--- config.mk ---
export PLATFORM = sky130hd
export DESIGN_NAME = seq_alu
export DESIGN_NICKNAME = d
export VERILOG_FILES = /design/src/rtl/alu_pkg.sv /design/src/rtl/alu_core.sv /design/src/rtl/seq_alu.sv
export SDC_FILE = /design/constraint.sdc
export NUM_CORES = 1
export LEC_CHECK = 0
export CORE_MARGIN = 4
export CORE_UTILIZATION = 30
export CTS_BUF_LIST = sky130_fd_sc_hd__clkbuf_4
export DETAILED_ROUTE_END_ITERATION = 8
export HOLD_SLACK_MARGIN = 0.02
export PLACE_DENSITY_LB_ADDON = 0.1
export RECOVER_POWER = 25
export SETUP_SLACK_MARGIN = 0.5
export SYNTH_ARGS = -nofsm -noshare
export SYNTH_HDL_FRONTEND = slang
export SYNTH_SLANG_ARGS = --single-unit
export TNS_END_PERCENT = 20
--- constraint.sdc ---
create_clock -name clk -period 5.55 [get_ports clk]
set_clock_uncertainty 0.15 [all_clocks]
set_input_delay 1.665 -clock clk [delete_from_list [all_inputs] [get_ports clk]]
set_output_delay 1.665 -clock clk [all_outputs]
set_load 0.02 [all_outputs]
--- src/rtl/alu_pkg.sv ---
`default_nettype none
// ============================================================================
//  Module      : alu_pkg
//  Description : Shared opcode/state types and helpers for the sequential ALU
//  Revision    : 1.0 - initial release
// ============================================================================
package alu_pkg;

    // Opcode encodings seen on the op port
    typedef enum logic [3:0] {
        OP_NOT = 4'h0,
        OP_AND = 4'h1,
        OP_OR  = 4'h2,
        OP_XOR = 4'h3,
        OP_ADD = 4'h4,
        OP_ADC = 4'h5,
        OP_SUB = 4'h6,
        OP_SBC = 4'h7,
        OP_INC = 4'h8,
        OP_DEC = 4'h9,
        OP_SHL = 4'hA,
        OP_SHR = 4'hB,
        OP_ROL = 4'hC,
        OP_ROR = 4'hD,
        OP_CMP = 4'hE,
        OP_NOP = 4'hF
    } op_e;

    // Sequencer states
    typedef enum logic [1:0] {
        ST_IDLE = 2'd0,
        ST_EXEC = 2'd1,
        ST_DONE = 2'd2
    } state_e;

    // Shifts and rotates are the only ops that iterate
    function automatic logic is_shift(input op_e op);
        return (op == OP_SHL) || (op == OP_SHR) || (op == OP_ROL) || (op == OP_ROR);
    endfunction

endpackage
`default_nettype wire

--- src/rtl/alu_core.sv ---
`default_nettype none
// ============================================================================
//  Module      : alu_core
//  Description : Combinational ALU datapath: logic, add/sub, compare and a
//                single-bit shift/rotate step, with full/half-word masking
//  Revision    : 1.0 - initial release
// ============================================================================
module alu_core
    import alu_pkg::*;
#(
    parameter int WORD_W = 20
) (
    input  op_e               i_op,
    input  logic              i_mode,
    input  logic [WORD_W-1:0] i_a,
    input  logic [WORD_W-1:0] i_b,
    input  logic              i_cin,
    input  logic              i_shamt_zero,
    output logic [WORD_W-1:0] o_res,
    output logic              o_zero,
    output logic              o_sign,
    output logic              o_carry,
    output logic              o_carry_we,
    output logic              o_flags_we
);

    localparam int HALF_W = WORD_W / 2;

    logic [WORD_W-1:0] w_mask;
    logic [WORD_W-1:0] w_top;
    logic [WORD_W-1:0] w_aa;
    logic [WORD_W-1:0] w_bb;
    logic [WORD_W-1:0] w_ob;
    logic [WORD_W-1:0] w_shl;
    logic [WORD_W-1:0] w_shr;
    logic [WORD_W:0]   w_arith;
    logic              w_ci;
    logic              w_sub;
    logic              w_msb;
    logic              w_acarry;

    // Active-width mask; w_top marks bit AW-1 so sign/msb work in both modes
    assign w_mask = i_mode ? {WORD_W{1'b1}} : {{(WORD_W-HALF_W){1'b0}}, {HALF_W{1'b1}}};
    assign w_top  = w_mask & ~(w_mask >> 1);
    assign w_aa   = i_a & w_mask;
    assign w_bb   = i_b & w_mask;
    assign w_msb  = |(w_aa & w_top);
    assign w_shl  = (w_aa << 1) & w_mask;
    assign w_shr  = w_aa >> 1;

    // One shared adder/subtractor; carry/borrow is taken from bit AW
    always_comb begin
        w_sub    = (i_op == OP_SUB) || (i_op == OP_SBC) || (i_op == OP_DEC) || (i_op == OP_CMP);
        w_ci     = ((i_op == OP_ADC) || (i_op == OP_SBC)) ? i_cin : 1'b0;
        w_ob     = ((i_op == OP_INC) || (i_op == OP_DEC)) ? WORD_W'(1) : w_bb;
        if (w_sub) begin
            w_arith = {1'b0, w_aa} - {1'b0, w_ob} - {{WORD_W{1'b0}}, w_ci};
        end else begin
            w_arith = {1'b0, w_aa} + {1'b0, w_ob} + {{WORD_W{1'b0}}, w_ci};
        end
        w_acarry = i_mode ? w_arith[WORD_W] : w_arith[HALF_W];
    end

    // Result and flag-update selection per opcode
    always_comb begin
        o_res      = w_aa;
        o_carry    = 1'b0;
        o_carry_we = 1'b0;
        o_flags_we = 1'b1;
        case (i_op)
            OP_NOT: o_res = ~w_aa & w_mask;
            OP_AND: o_res = w_aa & w_bb;
            OP_OR:  o_res = w_aa | w_bb;
            OP_XOR: o_res = w_aa ^ w_bb;
            OP_ADD, OP_ADC, OP_SUB, OP_SBC, OP_INC, OP_DEC: begin
                o_res      = w_arith[WORD_W-1:0] & w_mask;
                o_carry    = w_acarry;
                o_carry_we = 1'b1;
            end
            OP_SHL: if (!i_shamt_zero) begin
                o_res      = w_shl;
                o_carry    = w_msb;
                o_carry_we = 1'b1;
            end
            OP_SHR: if (!i_shamt_zero) begin
                o_res      = w_shr;
                o_carry    = w_aa[0];
                o_carry_we = 1'b1;
            end
            OP_ROL: if (!i_shamt_zero) begin
                o_res      = w_shl | {{(WORD_W-1){1'b0}}, w_msb};
                o_carry    = w_msb;
                o_carry_we = 1'b1;
            end
            OP_ROR: if (!i_shamt_zero) begin
                o_res      = w_shr | (w_aa[0] ? w_top : {WORD_W{1'b0}});
                o_carry    = w_aa[0];
                o_carry_we = 1'b1;
            end
            OP_CMP: o_res = w_aa;
            OP_NOP: o_flags_we = 1'b0;
            default: o_flags_we = 1'b0;
        endcase
        // CMP reports equality and unsigned a<b instead of result properties
        o_zero = (i_op == OP_CMP) ? (w_aa == w_bb) : (o_res == {WORD_W{1'b0}});
        o_sign = (i_op == OP_CMP) ? w_acarry : |(o_res & w_top);
    end

endmodule
`default_nettype wire

--- src/rtl/seq_alu.sv ---
`default_nettype none
// ============================================================================
//  Module      : seq_alu
//  Description : Multi-cycle ALU with valid/ready handshake, iterative
//                shifts/rotates and persistent zero/sign/carry flags
//  Revision    : 1.0 - initial release
// ============================================================================
module seq_alu
    import alu_pkg::*;
#(
    parameter int WORD_W = 20
) (
    input  logic              clk,
    input  logic              rst,
    input  logic              in_valid,
    output logic              in_ready,
    input  logic [3:0]        op,
    input  logic              mode,
    input  logic [WORD_W-1:0] a,
    input  logic [WORD_W-1:0] b,
    output logic              out_valid,
    input  logic              out_ready,
    output logic [WORD_W-1:0] result,
    output logic              flag_zero,
    output logic              flag_sign,
    output logic              flag_carry,
    output logic              busy
);

    localparam int SHAMT_W = $clog2(WORD_W);

    if ((WORD_W % 2 != 0) || (WORD_W < 4)) begin : g_bad_width
        $error("seq_alu: WORD_W must be even and at least 4");
    end

    state_e             r_state;
    state_e             w_state_next;
    op_e                r_op;
    logic               r_mode;
    logic [WORD_W-1:0]  r_work;
    logic [WORD_W-1:0]  r_b;
    logic [SHAMT_W-1:0] r_cnt;
    logic [WORD_W-1:0]  r_result;
    logic               r_zero;
    logic               r_sign;
    logic               r_carry;

    logic [SHAMT_W-1:0] w_count;
    logic               w_accept;
    logic               w_go_exec;
    logic               w_last_step;
    logic               w_commit;

    op_e                w_c_op;
    logic               w_c_mode;
    logic [WORD_W-1:0]  w_c_a;
    logic [WORD_W-1:0]  w_c_b;
    logic               w_c_shz;
    logic [WORD_W-1:0]  w_res;
    logic               w_zero;
    logic               w_sign;
    logic               w_carry;
    logic               w_carry_we;
    logic               w_flags_we;

    assign w_count     = b[SHAMT_W-1:0];
    assign w_accept    = (r_state == ST_IDLE) && in_valid;
    assign w_go_exec   = is_shift(op_e'(op)) && (w_count != '0);
    assign w_last_step = (r_state == ST_EXEC) && (r_cnt == SHAMT_W'(1));
    assign w_commit    = (w_accept && !w_go_exec) || w_last_step;

    // Core sees live inputs while idle, the latched operation while iterating
    always_comb begin
        w_c_op   = op_e'(op);
        w_c_mode = mode;
        w_c_a    = a;
        w_c_b    = b;
        w_c_shz  = (w_count == '0);
        if (r_state != ST_IDLE) begin
            w_c_op   = r_op;
            w_c_mode = r_mode;
            w_c_a    = r_work;
            w_c_b    = r_b;
            w_c_shz  = 1'b0;
        end
    end

    alu_core #(
        .WORD_W (WORD_W)
    ) u_core (
        .i_op         (w_c_op),
        .i_mode       (w_c_mode),
        .i_a          (w_c_a),
        .i_b          (w_c_b),
        .i_cin        (r_carry),
        .i_shamt_zero (w_c_shz),
        .o_res        (w_res),
        .o_zero       (w_zero),
        .o_sign       (w_sign),
        .o_carry      (w_carry),
        .o_carry_we   (w_carry_we),
        .o_flags_we   (w_flags_we)
    );

    // State register
    always_ff @(posedge clk or posedge rst) begin
        if (rst) begin
            r_state <= ST_IDLE;
        end else begin
            r_state <= w_state_next;
        end
    end

    // Next-state logic
    always_comb begin
        w_state_next = r_state;
        case (r_state)
            ST_IDLE: if (in_valid) w_state_next = w_go_exec ? ST_EXEC : ST_DONE;
            ST_EXEC: if (r_cnt == SHAMT_W'(1)) w_state_next = ST_DONE;
            ST_DONE: if (out_ready) w_state_next = ST_IDLE;
            default: w_state_next = ST_IDLE;
        endcase
    end

    // Latch the operation at acceptance and step the working value in EXEC
    always_ff @(posedge clk or posedge rst) begin
        if (rst) begin
            r_op   <= OP_NOP;
            r_mode <= 1'b0;
            r_work <= '0;
            r_b    <= '0;
            r_cnt  <= '0;
        end else if (w_accept) begin
            r_op   <= op_e'(op);
            r_mode <= mode;
            r_work <= a;
            r_b    <= b;
            r_cnt  <= w_count;
        end else if (r_state == ST_EXEC) begin
            r_work <= w_res;
            r_cnt  <= r_cnt - SHAMT_W'(1);
        end
    end

    // Result and flags are written together, only when an operation completes
    always_ff @(posedge clk or posedge rst) begin
        if (rst) begin
            r_result <= '0;
            r_zero   <= 1'b0;
            r_sign   <= 1'b0;
            r_carry  <= 1'b0;
        end else if (w_commit) begin
            r_result <= w_res;
            if (w_flags_we) begin
                r_zero <= w_zero;
                r_sign <= w_sign;
            end
            if (w_carry_we) begin
                r_carry <= w_carry;
            end
        end
    end

    assign in_ready   = (r_state == ST_IDLE);
    assign busy       = (r_state != ST_IDLE);
    assign out_valid  = (r_state == ST_DONE);
    assign result     = r_result;
    assign flag_zero  = r_zero;
    assign flag_sign  = r_sign;
    assign flag_carry = r_carry;

endmodule
`default_nettype wire

Yosys cells after proc, flatten, opt, wreduce, memory -nomap -nowiden
Index checks and enable logic that the tools add are counted.
{"block": "totals", "latch_bits": 0, "rom_bits": 0, "memories": 0, "ram_bits": 0, "reg_bits": 75, "input_bits": 49}
{"block": "op_classes", "n_mul": 0, "add_sub_neg": 5, "shifts": 0, "eq_ne": 26, "n_reduce_logical": 30, "n_mux": 32, "bitwise_logic": 16, "div_mod_pow": 0, "n_lt_le_gt_ge": 0}
{"op": "20-bit two-way mux", "n": 11}
{"op": "20-bit AND", "n": 9}
{"op": "20-bit case mux with 9 select lines", "n": 1}
{"op": "4-bit == test (second input constant)", "n": 12}
{"op": "20-bit OR reduction", "n": 2}
{"op": "20-bit by 20-bit adder with 21-bit output", "n": 1}
{"op": "21-bit by 1-bit adder with 21-bit output", "n": 1}
{"op": "21-bit two-way mux", "n": 1}
{"op": "20-bit by 20-bit subtractor with 21-bit output", "n": 1}
{"op": "21-bit by 1-bit subtractor with 21-bit output", "n": 1}
{"op": "20-bit == test", "n": 1}
{"op": "20-bit logical NOT", "n": 1}
{"op": "19-bit NOT with 20-bit output", "n": 1}
{"op": "20-bit NOT", "n": 1}
{"op": "19-bit by 20-bit OR with 20-bit output", "n": 1}
{"op": "20-bit by 1-bit OR with 20-bit output", "n": 1}
{"op": "20-bit OR", "n": 1}
{"op": "20-bit bitwise XOR", "n": 1}
{"op": "4-bit by 3-bit == test with 1-bit output (second input constant)", "n": 4}
{"op": "5-bit two-way mux", "n": 2}
{"op": "1-bit logical OR", "n": 9}
{"op": "1-bit two-way mux", "n": 9}
{"op": "4-bit by 2-bit == test with 1-bit output (second input constant)", "n": 2}
{"op": "2-bit two-way mux", "n": 4}
{"op": "24 further kinds", "n": 31}

Longest topological paths before layout
{"block": "depth", "word_depth": 13, "depth_mapped": 25, "ltp_nobuf": 19}

Hierarchy
From an unflattened synthesis, not the netlist that was laid out.
{"block": "unflattened", "hier_cells": 1187, "area_unflattened_um2": 9311.4}
{"mod": "alu_core", "seq_area_each_um2": 0.0, "area_per_inst_um2": 5606.6, "instances": 1, "cells_each": 843}
{"mod": "seq_alu", "seq_area_each_um2": 1881.8, "area_per_inst_um2": 3704.8, "instances": 1, "cells_each": 344}

Worst setup path after synthesis
No wires, ideal clock.
{"block": "synth_path", "kind": "input-to-reg", "from": "in op[1]", "to": "reg r_sign, in the netlist flag_sign", "setup_slack_ns": -0.586, "cell_stages": 20, "arrival_time_ns": 5.886, "path_cell_list": "buf_2 -> or4b_1 -> o21ai_2 -> and2_0 -> clkbuf_1 -> clkbuf_1 -> nor2_1 -> ha_1 -> inv_1 -> ha_1 -> nand2_1 -> a2111oi_0 -> a2111oi_2 -> o21ai_0 -> a31oi_1 -> o21ai_0 -> xor2_1 -> o2111ai_1 -> o211a_1 -> a311oi_1"}
{"block": "synth_via", "elab_chain_cells": 12}
{"item": "start: declaration", "line_no": "seq_alu.sv:17", "source": "input logic [3:0] op,"}
{"item": "4-bit two-way mux", "line_no": "seq_alu.sv:79", "source": "if (r_state != ST_IDLE) begin"}
{"item": "4-bit == test (on tied branches)", "line_no": "alu_core.sv:55, alu_core.sv:70, alu_core.sv:53"}
{"item": "1-bit logical OR", "line_no": "alu_core.sv:55", "source": "w_ob = ((i_op == OP_INC) || (i_op == OP_DEC)) ? WORD_W'(1) : w_bb;"}
{"item": "20-bit two-way mux", "line_no": "alu_core.sv:55"}
{"item": "20-bit by 20-bit adder with 21-bit output or 20-bit by 20-bit subtractor with 21-bit output (tied branches)", "line_no": "alu_core.sv:59, alu_core.sv:57"}
{"item": "21-bit by 1-bit adder with 21-bit output or 21-bit by 1-bit subtractor with 21-bit output (tied branches)", "line_no": "alu_core.sv:59, alu_core.sv:57"}
{"item": "21-bit two-way mux", "line_no": "alu_core.sv:56", "source": "if (w_sub) begin"}
{"item": "20-bit AND", "line_no": "alu_core.sv:76", "source": "o_res = w_arith[WORD_W-1:0] & w_mask;"}
{"item": "20-bit case mux with 9 select lines", "line_no": "alu_core.sv:70", "source": "case (i_op)"}
{"item": "20-bit AND", "line_no": "alu_core.sv:106", "source": "o_sign = (i_op == OP_CMP) ? w_acarry : |(o_res & w_top);"}
{"item": "20-bit OR reduction", "line_no": "alu_core.sv:106"}
{"item": "1-bit two-way mux", "line_no": "alu_core.sv:106"}
{"item": "end signal: assignment", "line_no": "seq_alu.sv:156", "source": "r_sign <= w_sign;"}
{"item": "end: declaration", "line_no": "seq_alu.sv:45", "source": "logic r_sign;"}
Parallel ways exist; a longest one is shown, timed or not.
A chain may end at the register's enable or synchronous reset.

Worst setup path in the final report
{"block": "layout_path", "from": "in mode", "to": "reg r_result[17], in the netlist result[17]"}
{"block": "layout_via", "elab_chain_cells": 9}
{"item": "start: declaration", "line_no": "seq_alu.sv:18", "source": "input logic mode,"}
{"item": "1-bit two-way mux *", "line_no": "seq_alu.sv:79"}
{"item": "20-bit two-way mux *", "line_no": "alu_core.sv:43", "source": "assign w_mask = i_mode ? {WORD_W{1'b1}} : {{(WORD_W-HALF_W){1'b0}}, {HALF_W{1'b1}}};"}
{"item": "20-bit AND", "line_no": "alu_core.sv:46", "source": "assign w_bb = i_b & w_mask;"}
{"item": "20-bit two-way mux", "line_no": "alu_core.sv:55"}
{"item": "20-bit by 20-bit adder with 21-bit output or 20-bit by 20-bit subtractor with 21-bit output (tied branches)", "line_no": "alu_core.sv:59, alu_core.sv:57"}
{"item": "21-bit by 1-bit adder with 21-bit output or 21-bit by 1-bit subtractor with 21-bit output (tied branches)", "line_no": "alu_core.sv:59, alu_core.sv:57"}
{"item": "21-bit two-way mux", "line_no": "alu_core.sv:56"}
{"item": "20-bit AND", "line_no": "alu_core.sv:76"}
{"item": "20-bit case mux with 9 select lines *", "line_no": "alu_core.sv:70"}
{"item": "end signal: assignment", "line_no": "seq_alu.sv:153", "source": "r_result <= w_res;"}
{"item": "end: declaration", "line_no": "seq_alu.sv:43", "source": "logic [WORD_W-1:0] r_result;"}
Mark *: on every way between the ends. The rest lies on a longest branch, timed or not.

==> results.md <==
Outcome:
- The flow ran to the end, but the final reports show violations.
- The checks that failed: max-capacitance violations, max-slew violations.

Placed design:
- The detailed-placement wirelength estimate is 31.4 mm.
- OpenSTA, run right after detailed placement, puts the worst setup slack at -0.658 ns.
- At the end of routability-driven placement, the weighted congestion stood at 0.953.
- The quantity of I/O buffers inserted on ports is 74.

Floorplan:
- The die width is about 180 um.
- The number of placement rows is 63.
- The floorplan step defined a die boundary enclosing about 33000 sq um.
- The starting utilization of the core area is 0.306.
- The core region is 29900 sq um.
- The total I/O pin count is 75.
- The chip height is 183 um.

STA:
- Setup total negative slack on the finished layout was measured at 0 ns.
- For the finished layout, the period the worst path requires is 5.09 ns.
- The share of the clock period used by the worst path is 0.917.
- Setup repair after global routing could not meet its margin everywhere.
- The number of pins exceeding their max-slew limit in the final report is 26.
- The transition at the pin with the smallest max-transition slack is 1.53 ns.
- The setup slack after layout is 0.462 ns.
- The final-report setup violation count is 0.
- Hold is met by 0.331 ns.
- The final-report hold violation count is 0.
- In this run the tightest slew margin relative to its limit is -0.0178.
- Based on the critical path, the design can be clocked at up to just under 0.2 GHz.

Clock network:
- After clock tree synthesis, the clock-pin slew on the worst setup and hold paths is 0.13 ns.
- In this run the deepest clock path goes through 2 buffers.
- The worst-skew pair later-pin latency is 0.47 ns.
- The cell at the root of the clock tree is sky130_fd_sc_hd__clkbuf_4.
- TritonCTS built the clock tree.
- The number of clock buffers added by TritonCTS is 9.
- The H-tree was split into 3 levels.
- The hold buffer count at CTS is 0.
- The number of sinks handled by clock tree synthesis is 75.

Logic synthesis:
- The mapped netlist covers 9150 sq um.
- Synthesis produced ~1200 cells.
- Counting distinct cell types in the post-synthesis netlist gives 94.
- The number of nets handed over by synthesis was 1365.
- The sequential-to-total area share from yosys stat is 0.206.
- The average cell area after synthesis is 7.53 sq um.
- The number of flip-flops and latches in the synthesized netlist is 75.
- The count of flip-flops with a built-in enable after synthesis is 0.
- During synthesis, Yosys emitted a total of 0 warnings.
- The most used flip-flop cell after synthesis is sky130_fd_sc_hd__dfrtp_1.
- After synthesis, the share of flip-flops with an asynchronous set or reset is 1.00.

Global route:
- The number of global-route vias before repair is 9809.
- The number of antenna violations at the first check in global routing is 3.
- The first-pass GRT wire length is between 50 and 60 mm.
- The remaining global-route overflow is 0.
- The global-route usage over all layers is 0.230.
- Entering global routing, the biggest net connects just over 50 pins.

Finish:
- The total area of sequential cells is approximately 1900 sq um.
- Compared with the post-synthesis result, the final layout area differs by 36.6%.
- The net total in the final layout is approximately 1600.
- The layout has 3128 filler cells.
- In the final layout, the share of cells above drive strength 1 is 0.260.
- The final standard cell utilization of the core is 0.418.
- Summing all multi-input logic gate instances after layout gives 7200 sq um.

Setup path:
- The worst setup path is launched from an input pin.
- Of all nets on the critical path, the largest fanout is 8.
- STA classifies the critical path endpoint as a register.
- For the worst setup path, the data required time is 5.78 ns.
- The critical path is of the in -> reg type.
- Data arrives at the worst endpoint at between 5 and 6 ns.

Hold path:
- The path category of the worst min-delay check is reg -> reg.

Routing:
- The final antenna-violating net count is 0.
- The total wire length after detailed routing is a little under 40 mm.
- The routed layout has 10100 vias.
- The DRC violation total after the first TritonRoute iteration is ~730.
- Using the TritonRoute via totals, the vias-per-cell ratio works out to 5.42.
- After detailed routing, the average wire length per cell comes to 21.1 um.
- The DRC violation count after routing is 0.
- Before antenna repair, the detailed router went through 5 iterations.

Run:
- The max-cap check violation count is 1.
==> cell usage in the layout, fill, tap and decap left out, drive strengths merged, types with 18 or more instances in the layout <==
cell	n
buf	234
nand2	201
nor2	101
ha	97
o21ai	89
inv	86
dfrtp	71
clkdlybuf4s50	69
a21oi	66
mux2i	50
o211ai	29
a22oi	26
nand3	21
nor3	21
xnor2	19
a31oi	18
==> cells by family after synthesis <==
group | share of synthesized area
fa+ha+maj | 0.141
buf+inv | 0.0734
compound gates | 0.265
mux | 0.0614
flops | 0.206
xor+xnor | 0.0287
simple gates | 0.224
==> cell usage after synthesis, drive strengths merged (6+ instances only) <==
master / number / share of area
nand2: 201 / 0.082
nor2: 101 / 0.042
ha: 97 / 0.13
o21ai: 89 / 0.049
inv: 87 / 0.037
dfrtp: 71 / 0.19
a21oi: 66 / 0.037
mux2i: 50 / 0.056
clkbuf: 43 / 0.018
o211ai: 29 / 0.024
buf: 28 / 0.019
a22oi: 26 / 0.022
nand3: 21 / 0.011
nor3: 21 / 0.012
xnor2: 19 / 0.018
a31oi: 18 / 0.013
a211oi: 17 / 0.014
nor2b: 13 / 0.0089
nor4: 12 / 0.0089
or2: 12 / 0.0082
xor2: 11 / 0.011
a21o: 10 / 0.0082
nand4: 10 / 0.0068
and2: 9 / 0.0064
o21a: 9 / 0.0074
a221oi: 8 / 0.0083
nand2b: 8 / 0.0055
a22o: 7 / 0.0067
a211o: 6 / 0.0057
and3: 6 / 0.0041
o21bai: 6 / 0.0049
or3: 6 / 0.0041
==> state kept, by name (all words and copies together), names as in the netlist <==
signal and flops:
flag_carry 1, flag_sign 1, flag_zero 1, r_b 20
r_cnt 5, r_mode 1, r_op 4, r_state 2
r_work 20, result 20
==> layer usage <==
| layer | wire, um | vias up | GRT usage |
|---|---|---|---|
| li1 | - | 4862 | - |
| met2 | 18200 | 315 | 0.372 |
| met4 | 968 | 0 | 0.0666 |
| met3 | 2470 | 41 | 0.0357 |
| met5 | 0 | - | 0 |
| met1 | 17500 | 4848 | 0.316 |
==> through the flow <==
stage	std cells	instance area (sq um)
2_1_floorplan	1215	9550
3_3_place_gp	1834	12100
3_5_place_dp	1834	12100
4_1_cts	1856	12400
5_1_grt	1858	12500
6_report	1858	12500
==> what timing repair did <==
item / 4_1_cts / 5_1_grt
pin swaps: 33 / 25
buffers inserted: 6 / 1
endpoints found under the setup margin: 31 / 23
cloned: 0 / 0
resized for setup: 46 / 24
==> worst max-delay path, stage by stage <==
cell,delay (ns)
sky130_fd_sc_hd__clkdlybuf4s50_1,0.54
sky130_fd_sc_hd__a21boi_0,0.12
sky130_fd_sc_hd__buf_4,0.21
sky130_fd_sc_hd__or2_2,0.38
sky130_fd_sc_hd__nor2_1,0.25
sky130_fd_sc_hd__ha_1,0.29
sky130_fd_sc_hd__inv_1,0.11
sky130_fd_sc_hd__ha_4,0.21
sky130_fd_sc_hd__and3_1,0.19
sky130_fd_sc_hd__a211o_1,0.32
sky130_fd_sc_hd__a31oi_4,0.22
sky130_fd_sc_hd__buf_6,0.14
sky130_fd_sc_hd__xnor2_2,0.06
sky130_fd_sc_hd__a22oi_2,0.22
sky130_fd_sc_hd__o21ai_1,0.10
sky130_fd_sc_hd__buf_4,0.16
sky130_fd_sc_hd__nor2_2,0.09
sky130_fd_sc_hd__nor2_1,0.04
==> layout make-up <==
cell class                 count  area share
tap                          390      0.0390
clock inverter                 4     0.00160
sequential                    75       0.151
multi-input combinational    982       0.576
antenna                        1    0.000200
timing repair buffer         307       0.199
clock buffer                  12     0.00721
inverter                      87      0.0268
==> final timing paths <==
check	start	to	slack, ns	cells after the start
worst min-delay path	result[1]$_DFFE_PP0P_	result[1]$_DFFE_PP0P_	0.33	2
worst min register to register	result[1]$_DFFE_PP0P_	result[1]$_DFFE_PP0P_	0.33	2
worst max-delay path	mode	result[17]$_DFFE_PP0P_	0.46	18
min in group asynchronous	rst	r_cnt[0]$_DFFE_PP0P_	1.63	2
worst max register to register	r_state[1]$_DFFE_PP0P_	flag_zero$_DFFE_PP0P_	0.85	20
max in group asynchronous	rst	r_work[10]$_DFFE_PP0P_	1.75	3
Power is not shown: default switching activity piles up to over one toggle a cycle in this logic, so the estimate is an artifact.
